<file path="config.mk">
export PLATFORM = sky130hd
export DESIGN_NAME = iob_ibex_axi_arb
export DESIGN_NICKNAME = d
export VERILOG_FILES = /design/src/rtl/iob_ibex_axi_arb.sv
export SDC_FILE = /design/constraint.sdc
export NUM_CORES = 1
export LEC_CHECK = 0
export BUFFER_PORTS_ARGS = -buffer_cell sky130_fd_sc_hd__buf_2
export CORE_MARGIN = 8
export CORE_UTILIZATION = 48
export DETAILED_ROUTE_END_ITERATION = 10
export MAX_ROUTING_LAYER = met4
export PLACE_DENSITY = 0.84
export SLEW_MARGIN = 20
export SYNTH_ARGS = -nofsm -noshare
export SYNTH_HDL_FRONTEND = slang
export SYNTH_SLANG_ARGS = --single-unit
</file>
<file path="constraint.sdc">
create_clock -name clk_i -period 6.8 [get_ports clk_i]
set_input_delay 0.34 -clock clk_i [delete_from_list [all_inputs] [get_ports clk_i]]
set_output_delay 0.34 -clock clk_i [all_outputs]
set_load 0.01 [all_outputs]
</file>
<file path="src/rtl/iob_ibex_axi_arb.sv">
// iob_ibex_axi_arb
// Shares one AXI4 master port between the Ibex instruction-fetch port
// (read-only) and the Ibex LSU data port (read/write). One single-beat AXI
// transaction is outstanding at a time. Each response is returned to the
// port that issued the request.
//
// Ports:
//   clk_i, rst_i              clock, synchronous active-high reset
//   instr_*                   OBI-style instruction port (req/gnt/addr/rvalid/rdata/err)
//   data_*                    OBI-style LSU port (req/gnt/we/be/addr/wdata/rvalid/rdata/err)
//   aw*/w*/b*                 AXI write address, write data and write response channels
//   ar*/r*                    AXI read address and read data channels
//
// Build option:
//   IOB_IBEX_AXI_ARB_RR_EN    defined: round-robin arbitration on simultaneous
//                             requests (ARB_HOLD=1 keeps data priority on ties);
//                             undefined: fixed priority, data port wins ties.
//
// gnt outputs are combinational; every other output is registered.
module iob_ibex_axi_arb #(
  parameter int AXI_ADDR_W = 32,
  parameter int AXI_DATA_W = 32,
  parameter int ARB_HOLD   = 0
) (
  input  logic                    clk_i,
  input  logic                    rst_i,
  // instruction port
  input  logic                    instr_req_i,
  output logic                    instr_gnt_o,
  input  logic [AXI_ADDR_W-1:0]   instr_addr_i,
  output logic                    instr_rvalid_o,
  output logic [31:0]             instr_rdata_o,
  output logic                    instr_err_o,
  // data port
  input  logic                    data_req_i,
  output logic                    data_gnt_o,
  input  logic                    data_we_i,
  input  logic [3:0]              data_be_i,
  input  logic [AXI_ADDR_W-1:0]   data_addr_i,
  input  logic [31:0]             data_wdata_i,
  output logic                    data_rvalid_o,
  output logic [31:0]             data_rdata_o,
  output logic                    data_err_o,
  // AXI write address
  output logic                    awvalid_o,
  input  logic                    awready_i,
  output logic [AXI_ADDR_W-1:0]   awaddr_o,
  // AXI write data
  output logic                    wvalid_o,
  input  logic                    wready_i,
  output logic [AXI_DATA_W-1:0]   wdata_o,
  output logic [AXI_DATA_W/8-1:0] wstrb_o,
  // AXI write response
  input  logic                    bvalid_i,
  output logic                    bready_o,
  input  logic [1:0]              bresp_i,
  // AXI read address
  output logic                    arvalid_o,
  input  logic                    arready_i,
  output logic [AXI_ADDR_W-1:0]   araddr_o,
  // AXI read data
  input  logic                    rvalid_i,
  output logic                    rready_o,
  input  logic [AXI_DATA_W-1:0]   rdata_i,
  input  logic [1:0]              rresp_i
);

  typedef enum logic [2:0] {
    IDLE,
    AR,
    R,
    AWW,
    B,
    RESP
  } state_t;

  state_t state_q;
  logic   owner_data_q;   // 1 = data port owns the outstanding transaction
  logic   tie_to_data;    // winner when both ports request in the same cycle

  // Low address bits are dropped (word-aligned AXI) and only the error bit of
  // each response code matters.
  logic unused_bits;
  assign unused_bits = ^{instr_addr_i[1:0], data_addr_i[1:0], rresp_i[0], bresp_i[0]};

`ifdef IOB_IBEX_AXI_ARB_RR_EN
  logic rr_data_q;        // 1 = data port is favoured on the next tie
  assign tie_to_data = (ARB_HOLD != 0) || rr_data_q;
`else
  // Fixed priority: the hold setting cannot change the outcome here.
  assign tie_to_data = (ARB_HOLD != 0) || 1'b1;
`endif

  // Grants only exist in IDLE and never while reset is being applied, so a
  // grant always corresponds to a captured transaction.
  always_comb begin
    instr_gnt_o = 1'b0;
    data_gnt_o  = 1'b0;
    if (state_q == IDLE && !rst_i) begin
      if (instr_req_i && data_req_i) begin
        data_gnt_o  = tie_to_data;
        instr_gnt_o = !tie_to_data;
      end else begin
        data_gnt_o  = data_req_i;
        instr_gnt_o = instr_req_i;
      end
    end
  end

  always_ff @(posedge clk_i) begin
    if (rst_i) begin
      state_q        <= IDLE;
      owner_data_q   <= 1'b0;
      awvalid_o      <= 1'b0;
      wvalid_o       <= 1'b0;
      bready_o       <= 1'b0;
      arvalid_o      <= 1'b0;
      rready_o       <= 1'b0;
      instr_rvalid_o <= 1'b0;
      data_rvalid_o  <= 1'b0;
      instr_err_o    <= 1'b0;
      data_err_o     <= 1'b0;
      instr_rdata_o  <= '0;
      data_rdata_o   <= '0;
`ifdef IOB_IBEX_AXI_ARB_RR_EN
      rr_data_q      <= 1'b1;
`endif
    end else begin
      // Response pulses last exactly one cycle (the RESP state).
      instr_rvalid_o <= 1'b0;
      data_rvalid_o  <= 1'b0;
      instr_err_o    <= 1'b0;
      data_err_o     <= 1'b0;

      case (state_q)
        IDLE: begin
          if (data_gnt_o || instr_gnt_o) begin
            owner_data_q <= data_gnt_o;
`ifdef IOB_IBEX_AXI_ARB_RR_EN
            rr_data_q    <= !data_gnt_o;
`endif
            if (data_gnt_o && data_we_i) begin
              awaddr_o  <= {data_addr_i[AXI_ADDR_W-1:2], 2'b00};
              wdata_o   <= AXI_DATA_W'(data_wdata_i);
              wstrb_o   <= (AXI_DATA_W/8)'(data_be_i);
              awvalid_o <= 1'b1;
              wvalid_o  <= 1'b1;
              state_q   <= AWW;
            end else begin
              araddr_o  <= data_gnt_o ? {data_addr_i[AXI_ADDR_W-1:2], 2'b00}
                                      : {instr_addr_i[AXI_ADDR_W-1:2], 2'b00};
              arvalid_o <= 1'b1;
              state_q   <= AR;
            end
          end
        end

        AR: begin
          if (arready_i) begin
            arvalid_o <= 1'b0;
            rready_o  <= 1'b1;
            state_q   <= R;
          end
        end

        R: begin
          if (rvalid_i) begin
            rready_o <= 1'b0;
            if (owner_data_q) begin
              data_rdata_o  <= rdata_i[31:0];
              data_err_o    <= rresp_i[1];
              data_rvalid_o <= 1'b1;
            end else begin
              instr_rdata_o  <= rdata_i[31:0];
              instr_err_o    <= rresp_i[1];
              instr_rvalid_o <= 1'b1;
            end
            state_q <= RESP;
          end
        end

        AWW: begin
          // AW and W complete independently; a channel counts as done once its
          // valid has dropped or it handshakes this cycle.
          if (awvalid_o && awready_i) awvalid_o <= 1'b0;
          if (wvalid_o && wready_i)   wvalid_o  <= 1'b0;
          if ((!awvalid_o || awready_i) && (!wvalid_o || wready_i)) begin
            bready_o <= 1'b1;
            state_q  <= B;
          end
        end

        B: begin
          // Only the data port can issue writes.
          if (bvalid_i) begin
            bready_o      <= 1'b0;
            data_err_o    <= bresp_i[1];
            data_rvalid_o <= 1'b1;
            state_q       <= RESP;
          end
        end

        RESP: begin
          state_q <= IDLE;
        end

        default: begin
          state_q <= IDLE;
        end
      endcase
    end
  end

endmodule

</file>
==> results of run 1 <==
## flip-flops by register name, summed over array words and instances, names as in the netlist, 3 cells and up
name and count:
instr_rdata_o 32, wstrb_o 4, awaddr_o 30, wdata_o 32
data_rdata_o 32, araddr_o 30, state_q 3
## worst register-to-register path: cells and delay by family (launching register included)
family                 cells  cell delay, ns
and+or+nand+nor            3            0.93
buffers and inverters      1            0.61
AOI/OAI and AO/OA          1            0.26
DFF                        1            0.46
## Yosys cell counts (2+ instances only)
cell,instances
nand2_1,135
edfxtp_1,96
dfxtp_1,77
a21oi_1,71
mux2_2,30
buf_2,11
nor2_1,11
clkbuf_1,9
buf_4,7
buf_6,6
inv_1,5
nand3_1,3
o21ai_0,3
a311oi_1,2
a31oi_1,2
and2_1,2
and3_1,2
nand3b_1,2
nor2b_1,2
## metrics by stage
| step | hold slack (ns) | std cells | total power [W] | utilization (%) |
|---|---|---|---|---|
| 2_1_floorplan | 0.439 | 496 | 0.00133 | - |
| 3_3_place_gp | 0.435 | 952 | 0.00143 | 61.8 |
| 3_5_place_dp | 0.439 | 952 | 0.00144 | 61.8 |
| 4_1_cts | 0.0793 | 984 | 0.00242 | 66.6 |
| 5_1_grt | 0.0755 | 988 | 0.00249 | 66.7 |
| 6_report | 0.101 | 988 | 0.00241 | 66.7 |
## report_power, final
| group | internal [W] | switching (W) | total [W] |
|---|---|---|---|
| Sequential | 0.00116 | 0.0000213 | 0.00118 |
| Combinational | 0.0000977 | 0.000133 | 0.000231 |
| Clock | 0.000611 | 0.000380 | 0.000991 |
## kinds of logic (layout without fill, tap and decap cells)
kind of cell    after synthesis  in the layout
flops                       173            173
simple gates                165            165
mux                          30             30
other cells                   1              8
buf+inv                      38            354
compound gates               86             86
## worst max path at each step
stage	startpoint	end	slack, ns	depth (start not counted)
after global placement	rst_i	wvalid_o	4.19	7
after global routing	state_q[0]	wvalid_o	4.17	5
after detailed placement	rst_i	wvalid_o	4.15	7
final	state_q[0]	data_gnt_o	4.40	4
after floorplan	state_q[2]	awaddr_o[10]	3.93	3
after CTS	state_q[0]	data_gnt_o	4.37	4
## final cells by class
cell class                 count  area [um^2]  share of cell area [%]
sequential                   173         4420                    52.8
timing repair buffer         317         1600                    19.1
multi-input combinational    285         1510                    18.0
clock buffer                  19          433                    5.16
tap                          172          215                    2.57
clock inverter                13          171                    2.05
inverter                       5         18.8                   0.224
antenna                        4         10.0                   0.119
## per-layer routing
metal	share of wire, %	vias up
met2	51	220
met5	0	-
met4	1.9	0
met1	34	2249
met3	12	25
li1	-	2332
==> reports/metrics.cfg, run 1 <==
[critical_path]
cp_num_buf_inv=2
cp_cell_sequence=nor4_4 -> nand2_2 -> inv_1 -> buf_2
worstPathMaxFanout=32
crit_slowest_cell=nand2_2
cp-end-kind=output pin
r2r_cells=5
r2r_setup_slack_ns=4.45
critPathTopFamily=simple AND/OR/NAND/NOR gates
required_ns=6.46
critPathArrivalTime_ns=2.06
cp-start-kind=flip-flop
max_stage_delay_ns=0.51
r2r-start=state_q[0]
critPathKind=flip-flop to output pin
rr_endpoint=wvalid_o

[layout]
nNetsFinal=945
layout-drive-gt1-share_pct=46.4
stdcell_area_mm2=0.00838
most-common-layout-cells=buf_2 (310), nand2_1 (135), edfxtp_1 (96)
fillers=977
final_common_cell=buf_2
area_delta_synth_final_pct=36.4

[route]
detail-route-antenna-nets=0
drc=0
routed-via-count=4826
vias_per_cell=4.88
drtPass1Iterations=4
drtIter0Drc=342
wl_per_cell_um=18.4
routed_wl_um=18200

[synth]
synth_top_family_by_area=simple AND/OR/NAND/NOR gates
yosysSeqAreaShare_pct=72.0
async_flop_share_pct=0
synthMuxAreaShare_pct=5.50
ys_warn_count=0
synthFlopType=edfxtp_1
synth-seq-cells=173
synth-simple-area-share_pct=11.2
synth_compound_area_share_pct=7.57
yosysTopAreaCell=edfxtp_1
syn_inst=493
synth_xor_area_share_pct=0
synthTopCellsByArea=edfxtp_1 (47%), dfxtp_1 (25%), nand2_1 (8.2%), a21oi_1 (5.8%), mux2_2 (5.5%)
synth_edf_count=96
synth.top_cell.area_share_pct=46.9
synthAdderAreaFrac_pct=0
ys_types=36
synth_area_mm2=0.00614
synth_area_per_cell_um2=12.5

[cts]
root_buffer=clkbuf_16
holdBufCountCts=0
clk_pin_slew_worst_paths_ns=0.06
numCtsBuffers=17
post_cts_resized=0
cts_tree=yes
ctsHtreeMaxLevel=4
insertion_delay_ns=0.41
post_cts_buffers=0
cts_num_sinks=173
cts.path.max_buffers=2

[floorplan]
fp.dieH_um=129
die_w_um=129
die_area_mm2=0.0167
rows=41
start_util_pct=48.9
design.portCount=321
core_area_mm2=0.0126

[min_path]
holdCritPathClass=primary input to flip-flop
whs_path_depth=1
hold_end=wstrb_o[0]
hp-start=data_be_i[0]

[sta]
fin_crit_sh_pct=35.3
worstMarginPinSlew_ns=0.830
tns_ns=0
worst_clock_skew_ns=0.00503
setup_violations=0
slew_headroom_pct=44.7
period_minus_slack_ns=2.40
hold_violations=0
fmax_mhz=416
fin_ws_ns=4.40
rsz0062_at_grt=false
slew_viol_final=0

[placement]
post_dp_cell_area_mm2=0.00777
dp_slack_ns=4.15
gp_congestion=0.772
place_hpwl_um=13700
portBuffers=310

[run]
maxCapViolCount=0

[global_routing]
busiest_layer=met2
grt_pass1_wl_um=26500
met2_usage_pct=36.9
grt_util_met3_pct=9.41
antenna_found_initial=4
first_global_vias=4861
grt_max_degree=80
track_usage_pct=22.1
use_met1_pct=22.6
grt-ovfl-total=0

[outcome]
status=completed

[power]
p_leak_nw=3.58
p_per_area_mw_per_mm2=287
vdd_drop_max_mv=0.152

(Power assumes the default switching activity.)
==> run 2: changes to the inputs <==
--- a/config.mk
+++ b/config.mk
@@ -7,10 +7,10 @@
 export LEC_CHECK = 0
 export BUFFER_PORTS_ARGS = -buffer_cell sky130_fd_sc_hd__buf_2
 export CORE_MARGIN = 8
-export CORE_UTILIZATION = 48
+export CORE_UTILIZATION = 41
 export DETAILED_ROUTE_END_ITERATION = 10
 export MAX_ROUTING_LAYER = met4
-export PLACE_DENSITY = 0.84
+export PLACE_DENSITY = 0.77
 export SLEW_MARGIN = 20
 export SYNTH_ARGS = -nofsm -noshare
 export SYNTH_HDL_FRONTEND = slang
==> constraint.sdc (replaced) <==
create_clock -name clk_i -period 2 [get_ports clk_i]
set_input_delay 0.1 -clock clk_i [delete_from_list [all_inputs] [get_ports clk_i]]
set_output_delay 0.1 -clock clk_i [all_outputs]
set_load 0.01 [all_outputs]
==> run 2 against run 1 <==
Critical path depth is 1 higher. Setup slack got worse by 4.2 ns. Highest routed layer unchanged. First-iteration DRC count up 13%. Core utilization rose by 0.84 points. Clock skew grew 0.0088 ns. Sequential power increased to 3.4 times the previous value. Sequential cell count stayed put. Non-clock buffer count is 139 higher. Largest cell class unchanged. Cell count grew 15%. Largest power group unchanged.
==> reports/metrics.cfg, run 2 (same netlist as run 1, synthesis figures left out) <==
[floorplan]
die_w_um=138  ; +7.2%
die_area_mm2=0.0192  ; +15%
start_util_pct=42.1  ; -6.8 points
core_area_mm2=0.0146  ; +16%
rows=44  ; +7.3%
fp.dieH_um=138  ; +7.2%
design.portCount=321  ; unchanged

[cts]
insertion_delay_ns=0.41  ; about the same
cts.path.max_buffers=2  ; unchanged
clk_pin_slew_worst_paths_ns=0.06  ; about the same
cts_tree=yes
root_buffer=clkbuf_16
cts_num_sinks=173  ; unchanged
numCtsBuffers=17  ; unchanged
ctsHtreeMaxLevel=4  ; unchanged

[critical_path]
critPathTopFamily=buffers and inverters
max_stage_delay_ns=0.54  ; +0.03 ns
worstPathMaxFanout=32  ; unchanged
cp_cell_sequence=nor4_4 -> nand2_2 -> buf_4 -> inv_1 -> buf_2
cp-start-kind=flip-flop
cp-end-kind=output pin
critPathArrivalTime_ns=1.74  ; -0.32 ns
required_ns=1.90  ; -4.56 ns
crit_slowest_cell=dfxtp_1
cp_num_buf_inv=3  ; +1
critPathKind=flip-flop to output pin

[placement]
portBuffers=310  ; unchanged
place_hpwl_um=14000  ; +2.4%
gp_congestion=0.828  ; +7.2%

[sta]
tns_ns=0  ; unchanged
fmax_mhz=542
rsz0062_at_grt=false
worstMarginPinSlew_ns=0.802  ; -0.0284 ns
worst_clock_skew_ns=0.0138  ; +0.00880 ns
slew_headroom_pct=46.6  ; +1.9 points
hold_violations=0  ; unchanged
slew_viol_final=0  ; unchanged
setup_violations=0  ; unchanged
period_minus_slack_ns=1.84
fin_crit_sh_pct=92.2

[route]
drc=0  ; unchanged
wl_per_cell_um=19.3  ; +4.6%
routed-via-count=5594  ; +16%
drtPass1Iterations=5  ; +1
detail-route-antenna-nets=0  ; unchanged
routed_wl_um=21900  ; +20%
drtIter0Drc=387  ; +13%
vias_per_cell=4.92  ; +0.72%

[global_routing]
track_usage_pct=23.1  ; +1.0 points
busiest_layer=met2
grt_pass1_wl_um=33800  ; +27%
grt_util_met3_pct=7.88  ; -1.5 points
first_global_vias=5902  ; +21%
grt-ovfl-total=0  ; unchanged
use_met1_pct=25.0  ; +2.4 points
antenna_found_initial=3  ; -1
grt_max_degree=79  ; -1.3%
met2_usage_pct=38.5  ; +1.7 points

[layout]
nNetsFinal=1084  ; +15%
final_util_pct=67.5  ; +0.84 points
most-common-layout-cells=buf_2 (310), nand2_1 (135), dlygate4sd3_1 (134)
area_delta_synth_final_pct=60.3
largestRegisters=data_rdata_o x32, instr_rdata_o x32, wdata_o x32
layout-drive-gt1-share_pct=40.5  ; -5.9 points
final_common_cell=buf_2

[power]
p_per_area_mw_per_mm2=858  ; +200%
p_leak_nw=4.17  ; +17%
vdd_drop_max_mv=0.489  ; +220%

[outcome]
status=completed

[run]
maxCapViolCount=0  ; unchanged

[min_path]
holdCritPathClass=primary input to flip-flop

## run 2: changes by cell type in the layout (fill, tap and decap cells not counted), sizes merged, moves of 2 or more
cell	before	now
dlygate4sd3	0	134
buf	317	322
clkinv	6	3
clkinvlp	2	5
clkbuf	19	17
inv	6	8
## run 2: layout make-up
class,count,area [um^2]
Antenna cell,3,7.51
Clock buffer,17,425
Fill cell,1022,4740
Inverter,5,18.8
Timing Repair Buffer,456,3070
Tap cell,184,230
Sequential cell,173,4420
Clock inverter,14,166
Multi-Input combinational cell,285,1510
## run 2: power breakdown
group / total [W] / internal, W / switching [W]
Combinational: 0.00107 / 0.000537 / 0.000536
Sequential: 0.00403 / 0.00395 / 0.0000732
Clock: 0.00335 / 0.00196 / 0.00139
## run 2: metal layers
layer	vias to the layer above	share of wire (%)
met2	268	51
met5	-	0
met4	0	2.2
met1	2703	38
met3	27	8.8
li1	2596	-
## run 2: worst paths after layout
| kind | startpoint | to | slack, ns | cells past startpoint |
|---|---|---|---|---|
| worst max-delay path | state_q[2] | data_gnt_o | 0.16 | 5 |
| worst max register to register | state_q[2] | araddr_o[14] | 0.26 | 4 |
| worst min-delay path | instr_addr_i[14] | araddr_o[14] | 0.03 | 2 |
| worst min register to register | data_rdata_o[15] | data_rdata_o[15] | 0.45 | 2 |
## run 2: per-stage QoR
| step | total power [W] | setup WS, ns | area (um^2) | hold WS (ns) | std cells |
|---|---|---|---|---|---|
| floorplan | 0.00452 | 0.0211 | 6160 | 0.199 | 496 |
| global placement | 0.00491 | 0.306 | 7910 | 0.277 | 969 |
| detailed placement | 0.00494 | 0.248 | 7910 | 0.278 | 969 |
| CTS | 0.00847 | 0.0772 | 9840 | 0.000595 | 1134 |
| global route | 0.00873 | 0.00681 | 9850 | 0.0122 | 1137 |
| finish | 0.00845 | 0.157 | 9850 | 0.0334 | 1137 |
## run 2: timing repair
action                                 4_1_cts  5_1_grt
resized for setup                            0        0
setup buffers                                0        0
setup endpoints to repair                    0        1
endpoints found under the hold margin      165        0
hold buffers                               134        0
